## config.mk

```make
export PLATFORM = sky130hd
export DESIGN_NAME = phys_reg_free_list
export DESIGN_NICKNAME = d
export VERILOG_FILES = /design/src/rtl/phys_reg_free_list.sv
export SDC_FILE = /design/constraint.sdc
export NUM_CORES = 1
export LEC_CHECK = 0
export ABC_AREA = 1
export BUFFER_PORTS_ARGS = -buffer_cell sky130_fd_sc_hd__buf_4
export CAP_MARGIN = 20
export CORE_MARGIN = 5
export CORE_UTILIZATION = 40
export CTS_CLUSTER_DIAMETER = 100
export DETAILED_ROUTE_END_ITERATION = 10
export PLACE_DENSITY_LB_ADDON = 0.1
export SLEW_MARGIN = 0
export SYNTH_ARGS = -nofsm -noshare
export SYNTH_HDL_FRONTEND = slang
export SYNTH_SLANG_ARGS = --single-unit
```

## constraint.sdc

```tcl
create_clock -name clk -period 15.7 [get_ports clk]
set_clock_uncertainty 0.05 [all_clocks]
set_input_delay 3.14 -clock clk [delete_from_list [all_inputs] [get_ports clk]]
set_output_delay 3.14 -clock clk [all_outputs]
set_load 0.02 [all_outputs]
```

## src/rtl/phys_reg_free_list.sv

```systemverilog
// Circular free list of physical register indices with speculative and
// committed allocation heads, so that a flush recovers speculative allocations.
module phys_reg_free_list #(
  parameter int PHYS_COUNT = 64,
  parameter int ARCH_COUNT = 32,
  parameter int IDX_W      = $clog2(PHYS_COUNT)
) (
  input  logic             clk,
  input  logic             rst,
  input  logic             i_flush,
  input  logic             i_alloc_req,
  output logic             o_alloc_valid,
  output logic [IDX_W-1:0] o_alloc_index,
  output logic             o_set_invalid_en,
  output logic [IDX_W-1:0] o_set_invalid_index,
  input  logic             i_commit_dst,
  input  logic             i_free_en,
  input  logic [IDX_W-1:0] i_free_index,
  output logic [IDX_W:0]   o_free_count,
  output logic             o_empty
);

  localparam int             FREE_MAX = PHYS_COUNT - ARCH_COUNT;
  localparam logic [IDX_W:0] CNT_INIT = (IDX_W+1)'(FREE_MAX);

  logic [IDX_W-1:0] r_ring [PHYS_COUNT];
  logic [IDX_W-1:0] r_spec_head;
  logic [IDX_W-1:0] r_commit_head;
  logic [IDX_W-1:0] r_tail;
  logic [IDX_W:0]   r_spec_cnt;
  logic [IDX_W:0]   r_commit_cnt;

  logic             w_alloc;
  logic [IDX_W-1:0] w_commit_head_nxt;
  logic [IDX_W:0]   w_commit_cnt_nxt;
  logic [IDX_W:0]   w_spec_cnt_nxt;
  logic [IDX_W-1:0] w_spec_head_nxt;

  assign o_alloc_valid       = (r_spec_cnt != '0);
  assign o_empty             = (r_spec_cnt == '0);
  assign o_free_count        = r_spec_cnt;
  assign o_alloc_index       = r_ring[r_spec_head];
  assign o_set_invalid_index = o_alloc_index;
  assign w_alloc             = i_alloc_req & o_alloc_valid & ~i_flush;
  assign o_set_invalid_en    = w_alloc;

  // A flush restores the speculative state from the committed state as it
  // stands after this cycle's commit and release, not before.
  always_comb begin
    w_commit_head_nxt = r_commit_head + IDX_W'(i_commit_dst);
    w_commit_cnt_nxt  = r_commit_cnt - (IDX_W+1)'(i_commit_dst) + (IDX_W+1)'(i_free_en);
    if (i_flush) begin
      w_spec_head_nxt = w_commit_head_nxt;
      w_spec_cnt_nxt  = w_commit_cnt_nxt;
    end else begin
      w_spec_head_nxt = r_spec_head + IDX_W'(w_alloc);
      w_spec_cnt_nxt  = r_spec_cnt - (IDX_W+1)'(w_alloc) + (IDX_W+1)'(i_free_en);
    end
  end

  // NOTE: the ring is reset because its initial contents are the free indices
  // themselves; nonblocking assignments keep all state updates simultaneous.
  always_ff @(posedge clk or posedge rst) begin
    if (rst) begin
      for (int k = 0; k < PHYS_COUNT; k++) begin
        r_ring[k] <= (k < FREE_MAX) ? IDX_W'(ARCH_COUNT + k) : '0;
      end
      r_spec_head   <= '0;
      r_commit_head <= '0;
      r_tail        <= IDX_W'(FREE_MAX);
      r_spec_cnt    <= CNT_INIT;
      r_commit_cnt  <= CNT_INIT;
    end else begin
      if (i_free_en) begin
        r_ring[r_tail] <= i_free_index;
        r_tail         <= r_tail + 1'b1;
      end
      r_spec_head   <= w_spec_head_nxt;
      r_commit_head <= w_commit_head_nxt;
      r_spec_cnt    <= w_spec_cnt_nxt;
      r_commit_cnt  <= w_commit_cnt_nxt;
    end
  end

  a_no_overfree: assert property (@(posedge clk) disable iff (rst)
    i_free_en |-> (w_spec_cnt_nxt <= CNT_INIT))
    else $error("free list overflow on release");

  a_commit_has_inflight: assert property (@(posedge clk) disable iff (rst)
    i_commit_dst |-> (r_commit_cnt != r_spec_cnt))
    else $error("commit with no in-flight allocation");

endmodule

```

==> flow_summary_export.csv <==
group,metric,value,unit
pwr,p_leak,9.62,nW
die,rows,81,
synth,synth_edf_count,0,
placed_design,place_hpwl,32000,µm
drt,via_per_inst,5.20,
final_layout,final_util,44.4,%
clock_tree,cts-root-buf,"clkbuf_16",
synth,netlist_area,0.0199,mm²
synth,synth.net_count,2500,
final_layout,syn_to_final_growth,9.69,%
die,coreArea,0.0491,mm²
synth,async_reset_ff_share,100,%
worst_setup_path,crit_chain,"inv_8, buf_4, nand2_1, nand3_1, nand3_1, nand2_1, nand2_1, nand3_1, nand3_1, nand2_1, buf_4",
drt,totalWireLength,55900,µm
synth,synth-seq-area-share,53.2,%
sta,relSlewSlack,30.1,%
pwr,power.total,0.00463,W
placed_design,io_buffers,33,
clock_tree,clk_path_buf_depth,3,
synth,synth_seq_cells,416,
worst_setup_path,critical-path-max-stage-delay,890,ps
synth,synthTopCellsByArea,"dfrtp_1 (38%), nand2_1 (19%), dfstp_2 (15%)",
clock_tree,numCtsBuffers,48,
die,start_util,40.5,%
final_layout,drive_gt1_share,11.5,%
synth,yosys_warnings,0,
global_routing,grt_pass1_vias,15300,
sta,timing_hold_violations_final,0,
sta,maxSlewViolCount,0,
placed_design,dpl_cell_area,0.0202,mm²
placed_design,place_congestion,0.791,
sta,tightest_slew,1040,ps
worst_setup_path,crit_fanout,111,
sta,min_period,7490,ps
global_routing,grt_pass1_wl,89600,µm
pwr,powerDensity,213,mW/mm²
worst_setup_path,cp.arrival,4300,ps
sta,max_freq,133,MHz
die,io_pins,34,
synth,synth_cells,2465,
clock_tree,cts_setup_buffers,0,
global_routing,antenna_found_initial,0,
worst_setup_path,crit_path_start_kind,"register",
synth,yosysTopAreaCell,"dfrtp_1",
die,die-area,0.0542,mm²
global_routing,grt_max_degree,112,
sta,fin_tns_setup,0,ps
synth,synthFlopType,"dfrtp_1",
final_layout,diodes,0,
drt,first_pass_iters,6,
drt,vias,16000,
clock_tree,cts_tree,"built",
final_layout,final_common_cell,"nand2_1",
final_layout,final_cell_mix,"nand2_1 (981), nand3_1 (336), dfrtp_1 (298)",
sta,whs,421,ps
synth,syn_area_per_cell,8.05,µm²
final_layout,postLayoutCellArea,0.0218,mm²
synth,synth_top_area_share,37.9,%
die,fp.dieW,233,µm
hold_path,min_path_type,"register to register",
drt,wl_per_cell,18.2,µm
clock_tree,cts_num_sinks,416,
drt,final_antenna_net_count,0,
final_layout,finalNetCount,2412,
clock_tree,clkSlewWorstSetupHoldPaths,60,ps
clock_tree,insertion_delay,580,ps
worst_setup_path,worstPathRequired,12510,ps
clock_tree,post_cts_resized,0,
global_routing,grt_usage,20.9,%
job,drv_cap,0,
clock_tree,ctsHoldBuffers,0,
status,status,"finished clean",
worst_setup_path,cp_slowest_cell,"buf_4",
worst_setup_path,path_class,"register to output port",
sta,finalSetupViolations,0,
clock_tree,htree_levels,2,
sta,rsz0062_at_grt,"false",
worst_setup_path,r2r_slack,12840,ps
global_routing,overflow,0,
drt,drc_errors,0,
die,die_h,233,µm
worst_setup_path,cp-end-kind,"output port",
sta,post-route-period-util,47.7,%
drt,drt_iter0_markers,1391,
synth,synth.distinct_cells,38,
pwr,vdd_ir_drop_max,0.127,mV
==> routing by layer <==
metal	GRT usage (%)	part of all wire, %	up-vias	wire length [µm]
met4	4.73	1.7	0	969
met5	0	0	-	0
met3	2.60	5.2	66	2900
met1	31.6	49	7678	27300
li1	-	-	7862	-
met2	32.1	44	406	24800
==> Yosys cell counts, types with 8 or more instances <==
library cell    n
ha_1           21
clkbuf_1       61
dfstp_2       115
o21ai_1       167
nand2_1       981
inv_1          43
nand3_1       336
xor2_1         13
o21ai_0       220
buf_2         116
nor2_1         14
dfrtp_1       301
buf_4           8
==> stage by stage <==
stage / cells / setup slack, ps
3_3_place_gp: 2990 / 8490
4_1_cts: 3078 / 8220
6_report: 3079 / 8210
2_1_floorplan: 2465 / 1120
5_1_grt: 3079 / 7930
3_5_place_dp: 2990 / 8500
==> kinds of logic (layout without fill, tap and decap cells) <==
group                      after synthesis  after routing  synth area share (%)
and+or+nand+nor                       1361           1361                  28.7
buffers and inverters                  245            195                  5.53
adders and majority gates               23             23                  1.53
xor gates and xnor gates                16             16                 0.706
AOI/OAI and AO/OA                      404            404                  10.4
DFF                                    416            416                  53.2
==> report_power, final <==
| part | leakage (nW) | total (W) | internal (W) | switching [W] |
|---|---|---|---|---|
| logic | 3.62 | 0.00173 | 0.000580 | 0.00115 |
| registers | 5.24 | 0.00180 | 0.00153 | 0.000275 |
| clock network | 0.760 | 0.00110 | 0.000652 | 0.000446 |
| total | 9.62 | 0.00463 | 0.00276 | 0.00187 |
==> state kept, by name (all words and copies together), names as in the netlist <==
register / count
o_free_count: 7
r_tail: 6
r_ring: 384
r_commit_cnt: 7
r_spec_head: 6
r_commit_head: 6
==> critical path: cells and delay by family (launching register included) <==
kind	cells	cell delay, ps
and+or+nand+nor	8	1080
DFF	1	750
buffers and inverters	3	1770
==> cell type report <==
class                   count  area (µm²)
flip-flops and latches    416       10600
clock inverters             9        73.8
clock buffers              79        1470
multi-input cells        1804        8200
well taps                 664         831
fillers                  4991       27300
repair buffers             53         418
inverters                  54         221
==> final timing paths <==
path | end | start | depth (start not counted)
hold reg to reg | r_ring[336] | r_ring[336] | 2
max in group asynchronous | r_ring[161] | rst | 4
min in group asynchronous | r_ring[229] | rst | 2
setup / recovery | o_set_invalid_index[3] | r_spec_head[0] | 11
setup reg to reg | o_free_count[4] | o_free_count[5] | 14
hold / removal | r_ring[336] | r_ring[336] | 2
Power figures use the tool's default switching activity.
